===== src/rtl/xm_mem_arbiter.sv =====
// Two-port arbiter/sequencer for the single-port XMakina memory.
// Define XM_ARB_RR_EN for round-robin contention; otherwise port 0 has fixed priority.
module xm_mem_arbiter #(
  parameter int WORD    = 16,
  parameter int TIMEOUT = 255,
  parameter int CNT_W   = 8
) (
  input  logic            clk_i,
  input  logic            arst_i,
  input  logic [1:0]      req_i,
  input  logic [1:0]      rw_i,
  input  logic [1:0]      byte_i,
  input  logic [WORD-1:0] adr0_i,
  input  logic [WORD-1:0] adr1_i,
  input  logic [WORD-1:0] wdata0_i,
  input  logic [WORD-1:0] wdata1_i,
  output logic [1:0]      gnt_o,
  output logic [1:0]      done_o,
  output logic [1:0]      busy_o,
  output logic            err_o,
  output logic [WORD-1:0] rdata_o,
  output logic            mem_en_o,
  output logic            mem_rw_o,
  output logic            mem_byte_o,
  output logic [WORD-1:0] mem_adr_o,
  output logic [WORD-1:0] mem_wdata_o,
  input  logic            mem_busy_i,
  input  logic [WORD-1:0] mem_rdata_i
);

  typedef enum logic [1:0] {S_IDLE, S_ISSUE, S_WAIT, S_DONE} state_e;

  localparam logic [CNT_W-1:0] TMO_LAST = CNT_W'((TIMEOUT > 0) ? TIMEOUT - 1 : 0);

  state_e            state_q, state_d;
  logic              win_q, win_d;
  logic              rw_q, rw_d;
  logic              byte_q, byte_d;
  logic [WORD-1:0]   adr_q, adr_d;
  logic [WORD-1:0]   wdata_q, wdata_d;
  logic [WORD-1:0]   rdata_q, rdata_d;
  logic              err_q, err_d;
  logic [CNT_W-1:0]  cnt_q, cnt_d;
  logic              sel;

`ifdef XM_ARB_RR_EN
  logic rr_q, rr_d;
  // rr_q holds the index of the last granted port
  always_comb sel = (req_i == 2'b11) ? ~rr_q : req_i[1];
`else
  always_comb sel = ~req_i[0];
`endif

  always_comb begin
    state_d = state_q;
    win_d   = win_q;
    rw_d    = rw_q;
    byte_d  = byte_q;
    adr_d   = adr_q;
    wdata_d = wdata_q;
    rdata_d = rdata_q;
    err_d   = err_q;
    cnt_d   = cnt_q;
`ifdef XM_ARB_RR_EN
    rr_d    = rr_q;
`endif
    case (state_q)
      S_IDLE: begin
        if (req_i != '0) begin
          win_d   = sel;
          rw_d    = rw_i[sel];
          byte_d  = byte_i[sel];
          adr_d   = sel ? adr1_i : adr0_i;
          wdata_d = sel ? wdata1_i : wdata0_i;
          state_d = S_ISSUE;
`ifdef XM_ARB_RR_EN
          rr_d    = sel;
`endif
        end
      end
      S_ISSUE: begin
        cnt_d   = '0;
        state_d = S_WAIT;
      end
      S_WAIT: begin
        if (!mem_busy_i) begin
          rdata_d = rw_q ? '0 : mem_rdata_i;
          err_d   = 1'b0;
          state_d = S_DONE;
        end else if (TIMEOUT != 0 && cnt_q == TMO_LAST) begin
          rdata_d = '0;
          err_d   = 1'b1;
          state_d = S_DONE;
        end else begin
          cnt_d = cnt_q + 1'b1;
        end
      end
      S_DONE:  state_d = S_IDLE;
      default: state_d = S_IDLE;
    endcase
  end

  always_ff @(posedge clk_i) begin
    if (arst_i) begin
      state_q <= S_IDLE;
      win_q   <= 1'b0;
      rw_q    <= 1'b0;
      byte_q  <= 1'b0;
      adr_q   <= '0;
      wdata_q <= '0;
      rdata_q <= '0;
      err_q   <= 1'b0;
      cnt_q   <= '0;
`ifdef XM_ARB_RR_EN
      rr_q    <= 1'b0;
`endif
    end else begin
      state_q <= state_d;
      win_q   <= win_d;
      rw_q    <= rw_d;
      byte_q  <= byte_d;
      adr_q   <= adr_d;
      wdata_q <= wdata_d;
      rdata_q <= rdata_d;
      err_q   <= err_d;
      cnt_q   <= cnt_d;
`ifdef XM_ARB_RR_EN
      rr_q    <= rr_d;
`endif
    end
  end

  // Grant is combinational in IDLE and suppressed while reset is asserted
  assign gnt_o       = (state_q == S_IDLE && req_i != '0 && !arst_i) ? {sel, ~sel} : '0;
  assign done_o      = (state_q == S_DONE) ? {win_q, ~win_q} : '0;
  assign busy_o      = req_i | ((state_q != S_IDLE) ? {win_q, ~win_q} : 2'b00);
  assign err_o       = err_q;
  assign rdata_o     = rdata_q;
  assign mem_en_o    = (state_q == S_ISSUE);
  assign mem_rw_o    = rw_q;
  assign mem_byte_o  = byte_q;
  assign mem_adr_o   = adr_q;
  assign mem_wdata_o = wdata_q;

endmodule


===== config.mk =====
export PLATFORM = sky130hd
export DESIGN_NAME = xm_mem_arbiter
export DESIGN_NICKNAME = d
export VERILOG_FILES = /design/src/rtl/xm_mem_arbiter.sv
export SDC_FILE = /design/constraint.sdc
export NUM_CORES = 1
export LEC_CHECK = 0
export BUFFER_PORTS_ARGS = -buffer_cell sky130_fd_sc_hd__buf_2
export CAP_MARGIN = 20
export CORE_ASPECT_RATIO = 0.8
export CORE_MARGIN = 1
export CORE_UTILIZATION = 34
export CTS_CLUSTER_DIAMETER = 30
export DETAILED_ROUTE_END_ITERATION = 10
export PLACE_DENSITY = 0.74
export SLEW_MARGIN = 20
export SYNTH_ARGS = -nofsm -noshare
export SYNTH_HDL_FRONTEND = slang
export SYNTH_SLANG_ARGS = --single-unit

===== constraint.sdc =====
create_clock -name clk_i -period 2.24 [get_ports clk_i]
set_clock_uncertainty 0.05 [all_clocks]
set_input_delay 0.112 -clock clk_i [delete_from_list [all_inputs] [get_ports clk_i]]
set_output_delay 0.112 -clock clk_i [all_outputs]
set_load 0.01 [all_outputs]

==> results.sh, run 1 <==
export IMPL_outcome="complete, no violations"
export IMPL_clock_path_buffers=2
export IMPL_rows=27
export IMPL_cts_sinks=62
export IMPL_hold_end="cnt_q[1]"
export IMPL_layout_commonest_cell="buf_2"
export IMPL_cts_max_level=3
export IMPL_top_usage_layer="met2"
export IMPL_area_growth_pct=73.2
export IMPL_drv_slew=0
export IMPL_worstReg2RegEnd="cnt_q[7]"
export IMPL_path_clk_slew_ps=70
export IMPL_fp_coreArea_um2=7060
export IMPL_worstRegToRegCells=6
export IMPL_fin_ws_ps=149
export IMPL_grt_pass1_wl_um=14300
export IMPL_cts_buffers=9
export IMPL_fmax_mhz=478
export IMPL_finalHoldViolCount=0
export IMPL_grt_max_degree=37
export IMPL_mostFrequentLayoutCells="146 x buf_2, 84 x dlygate4sd3_1, 62 x dfxtp_1"
export IMPL_die_y_um=79.3
export IMPL_holdWs_ps=79.8
export IMPL_rsz0062_at_grt="no"
export IMPL_synth_warnings=0
export IMPL_start_kind="flip-flop"
export IMPL_fin_crit_sh_pct=93.4
export IMPL_fin_nets=595
export IMPL_place_hpwl_um=5110
export IMPL_grt_ovfl_total=0
export IMPL_post_drt_wl_per_cell_um=15.7
export IMPL_ir_worst_vdd_mv=0.477
export IMPL_use_met3_pct=6.95
export IMPL_critical_path_class="reg -> out"
export IMPL_syn_avg_cell_area_um2=9.38
export IMPL_regArea_um2=1240
export IMPL_min_from="arst_i"
export IMPL_n_fill_cell=592
export IMPL_hp_class="in -> reg"
export IMPL_end_kind="output port"
export IMPL_syn_inst=271
export IMPL_post_dp_cell_area_um2=3360
export IMPL_grtUsageMet1_pct=24.5
export IMPL_grt_use_total_pct=23.5
export IMPL_io_pins=147
export IMPL_drive_above_1_share_pct=35.8
export IMPL_antenna_left=0
export IMPL_relSlewSlack_pct=64.4
export IMPL_first_iter_violations=294
export IMPL_critPathArrivalTime_ps=1930
export IMPL_cts_setup_buffers=0
export IMPL_initial_core_util_pct=36.0
export IMPL_min_period_ps=2090
export IMPL_gp_congestion=0.859
export IMPL_dieArea_um2=7830
export IMPL_setup_tns_ps=0
export IMPL_holdPathStages=2
export IMPL_ys_seq_area_share_pct=48.8
export IMPL_cts_tree="built"
export IMPL_antenna_cells=0
export IMPL_antenna_found_initial=0
export IMPL_syn_num_nets=366
export IMPL_maxCapViolCount=0
export IMPL_wl_um=9280
export IMPL_power_density_nw_per_um2=857
export IMPL_worst_slew_pin_slew_ps=531
export IMPL_grt_pass1_vias=3024
export IMPL_portBuffers=146
export IMPL_crit_reg2reg_launch="state_q[0]"
export IMPL_route_vias_total=3120
export IMPL_drcViolationCount=0
export IMPL_rrSetupSlack_ps=230
export IMPL_met2_usage_pct=43.9
export IMPL_die_width_um=98.7
export IMPL_cts_root_buffer="clkbuf_8"
export IMPL_finalSetupViolCount=0
export IMPL_cp_required_ps=2080
export IMPL_synthesis_area_um2=2540
export IMPL_dr_pass1_iters=10
export IMPL_vias_per_cell=5.27
export IMPL_cp_max_fo=36
export IMPL_clock_latency_ps=340
export IMPL_design_area_um2=4400
export IMPL_synth_seq_cells=62
export IMPL_dp_slack_ps=246
export IMPL_p_leak_nw=2.27
export IMPL_synth_distinct_cells=39
export IMPL_multiInputGateArea_um2=1060
export IMPL_totalPowerFinal_mw=3.77
## report_power, final
part | total, mW | switching [mW] | internal, mW
Clock | 0.990 | 0.473 | 0.517
Combinational | 1.34 | 0.759 | 0.585
Sequential | 1.44 | 0.127 | 1.31
Total | 3.77 | 1.36 | 2.41
## worst max path at each step
stage | from | to | slack [ps] | cells after the start
2_1_floorplan | state_q[0] | cnt_q[5] | 420 | 6
4_1_cts | state_q[0] | gnt_o[1] | 70 | 6
3_5_place_dp | state_q[0] | cnt_q[7] | 250 | 6
6_report | state_q[0] | gnt_o[1] | 150 | 6
5_1_grt | state_q[0] | gnt_o[1] | 10 | 6
3_3_place_gp | state_q[0] | cnt_q[5] | 370 | 6
## layer usage
layer,routed length (µm),share of wire [%]
met1,3500,38
met2,4810,52
met3,599,6.5
met4,367,4.0
met5,0,0
## flip-flops by register name (all words and copies together) (netlist names)
register and cells:
win_q 1, cnt_q 8, mem_byte_o 1, rdata_o 16
err_o 1, mem_rw_o 1, mem_wdata_o 16, state_q 2
mem_adr_o 16
## cell type report
type | count | area share, %
clock buffers | 9 | 2.81
flip-flops and latches | 62 | 28.2
clock inverters | 7 | 1.68
inverters | 41 | 3.50
well taps | 87 | 2.47
multi-input cells | 148 | 24.2
repair buffers | 238 | 37.2
## what timing repair did
| action | 4_1_cts | 5_1_grt |
|---|---|---|
| hold buffers | 84 | 0 |
| hold endpoints to repair | 50 | 0 |
| endpoints found under the setup margin | 0 | 1 |
| gates resized for setup | 0 | 1 |
## worst max-delay path, stage by stage, from the launching register on
cell,delay [ps]
dfxtp_1,340
inv_1,90
ha_1,280
inv_2,90
nor4b_4,290
buf_6,300
buf_2,200
## kinds of logic after synthesis
group / Yosys count / share of synthesized area (%)
simple gates: 65 / 14.3
compound gates: 75 / 23.6
mux: 2 / 0.788
buf+inv: 61 / 9.45
flops: 62 / 48.8
fa+ha+maj: 6 / 2.95
## cells in the mapped netlist
cell        n  area [µm²]
o211a_1     1        10.0
o221a_1     2        22.5
a21o_1      2        15.0
nor4b_4     1        23.8
nand4_1    17         106
nand2_1    23        86.3
clkbuf_1   11        41.3
o21a_2      1        8.76
or2_1       1        6.26
a21oi_1     6        30.0
a222oi_1   34         340
nand2b_1    2        12.5
and3_2      1        7.51
or3_1       2        12.5
ha_1        6        75.1
dfxtp_1    62        1240
nand4_2     1        12.5
and3_1      1        6.26
o21bai_1    1        7.51
o22a_1      1        8.76
o21ai_0     4        20.0
nor3_1      1        5.00
mux2i_1     2        20.0
o21ai_1    17        85.1
buf_2       9        45.0
nor2_1      5        18.8
o2111ai_1   1        8.76
a31oi_1     1        6.26
inv_2       4        15.0
o41ai_1     1        8.76
o211ai_2    1        12.5
or4_1       2        15.0
and2_1      2        12.5
a21boi_0    1        7.51
nand3_1     3        15.0
inv_1      37         139
or3b_1      2        17.5
nor2b_1     1        6.26
a21oi_2     1        8.76
## per-stage QoR
step,utilization [%],cells
2_1_floorplan,-,271
3_3_place_gp,47.6,492
3_5_place_dp,47.6,492
4_1_cts,62.3,592
5_1_grt,62.3,592
6_report,62.3,592
Power figures use the tool's default switching activity.
==> inputs of run 2 (changes only) <==
CORE_ASPECT_RATIO = 2   (was 0.8)
REMOVE_ABC_BUFFERS = 1   (was not set)
==> run 2 against run 1 <==
Maximum frequency fell by 0.19%. Total power rose by 10%. Clock-buffer cell count rose by 5. Final cell count rose by 0.17%. Via count rose by 1.2%. Critical path depth did not move. Critical path type unchanged. Clock power rose by 38%. Sequential cell count did not move. Sequential share of layout area fell by 0.49 points. Die area rose by 0.24%.
==> results.sh, run 2 (synthesized netlist as in run 1, its figures left out) <==
export IMPL_initial_core_util_pct=35.0
export IMPL_fmax_mhz=477
export IMPL_antenna_left=0
export IMPL_critPathArrivalTime_ps=1930
export IMPL_path_clk_slew_ps=50
export IMPL_fin_ws_ps=145
export IMPL_cts_max_level=3
export IMPL_vias_per_cell=5.32
export IMPL_cts_setup_buffers=0
export IMPL_mostFrequentLayoutCells="146 x buf_2, 81 x dlygate4sd3_1, 62 x dfxtp_1"
export IMPL_drv_slew=0
export IMPL_rows=44
export IMPL_cts_root_buffer="clkbuf_16"
export IMPL_cts_tree="built"
export IMPL_layout_commonest_cell="buf_2"
export IMPL_design_area_um2=4480
export IMPL_grt_max_degree=37
export IMPL_cp_required_ps=2080
export IMPL_post_place_cells=496
export IMPL_hp_class="in -> reg"
export IMPL_cts_sinks=62
export IMPL_place_hpwl_um=5150
export IMPL_fp_coreArea_um2=7270
export IMPL_critical_path_class="reg -> out"
export IMPL_grt_pass1_vias=3173
export IMPL_finish_utilization_pct=61.6
export IMPL_dieArea_um2=7840
export IMPL_io_pins=147
export IMPL_gp_congestion=0.758
export IMPL_antenna_found_initial=0
export IMPL_start_kind="flip-flop"
export IMPL_ir_worst_vdd_mv=0.542
export IMPL_outcome="complete, no violations"
export IMPL_clock_latency_ps=330
export IMPL_end_kind="output port"
export IMPL_relSlewSlack_pct=74.4
export IMPL_rsz0062_at_grt="no"
export IMPL_wl_um=9560
export IMPL_drcViolationCount=0
export IMPL_route_vias_total=3156
export IMPL_totalPowerFinal_mw=4.16
export IMPL_die_width_um=63.1
export IMPL_cts_buffers=9
export IMPL_min_period_ps=2100
export IMPL_final_cells=593
export IMPL_p_leak_nw=2.30
export IMPL_antenna_cells=0
export IMPL_grt_pass1_wl_um=15000
export IMPL_finalSetupViolCount=0
export IMPL_setup_tns_ps=0
export IMPL_dp_slack_ps=286
export IMPL_holdWs_ps=11.6
export IMPL_die_y_um=124
export IMPL_drive_above_1_share_pct=35.9
export IMPL_fin_crit_sh_pct=93.5
export IMPL_grt_use_total_pct=25.0
export IMPL_fin_nets=591
export IMPL_post_drt_wl_per_cell_um=16.1
export IMPL_power_density_nw_per_um2=928
export IMPL_first_iter_violations=287
export IMPL_clock_path_buffers=2
export IMPL_area_growth_pct=76.3
export IMPL_post_dp_cell_area_um2=3360
export IMPL_worst_slew_pin_slew_ps=384
export IMPL_portBuffers=146
export IMPL_finalHoldViolCount=0
export IMPL_cp_max_fo=36
export IMPL_maxCapViolCount=0
export IMPL_dr_pass1_iters=9
export IMPL_grt_ovfl_total=0
[run 2: changes by cell type in the layout (fill, tap and decap cells not counted), sizes merged]
cell and delta:
dlygate4sd3 -3, clkinv -3, buf -1, inv -1
bufinv -1, clkbuf +5
[run 2: worst paths after layout]
kind                                      from    endpoint  slack, ps  cells past startpoint
worst min register to register      rdata_o[9]  rdata_o[9]        390                      2
worst max-delay path                state_q[0]    gnt_o[1]        140                      6
worst min-delay path            mem_rdata_i[7]  rdata_o[7]         10                      3
worst max register to register      state_q[0]    cnt_q[7]        270                      6
[run 2: report_power, final]
group / internal (mW) / switching [mW]
clock network: 0.897 / 0.474
logic: 0.577 / 0.764
registers: 1.31 / 0.130
total: 2.79 / 1.37
[run 2: metal layers]
layer	wire, µm	vias up	part of all wire [%]	global-route usage [%]
met5	0	-	0	0
li1	-	1463	-	-
met2	5010	196	52	44.3
met4	567	0	5.9	18.5
met3	681	52	7.1	6.41
met1	3300	1445	35	24.0
[run 2: critical path, cell delays in order (launching register included)]
cell     delay (ps)
dfxtp_1         340
inv_1           100
ha_1            270
inv_2            90
nor4b_4         290
buf_6           310
buf_2           190
[run 2: cell type report]
cell class / instances / area (µm²)
well taps: 92 / 115
clock inverters: 2 / 12.5
flip-flops and latches: 62 / 1240
fillers: 581 / 2790
multi-input cells: 148 / 1060
clock buffers: 14 / 294
repair buffers: 234 / 1600
inverters: 41 / 154
[run 2: timing repair]
item                                    4_1_cts  5_1_grt
endpoints found under the setup margin        0        1
endpoints found under the hold margin        47        0
gates resized for setup                       0        1
hold buffers                                 81        0
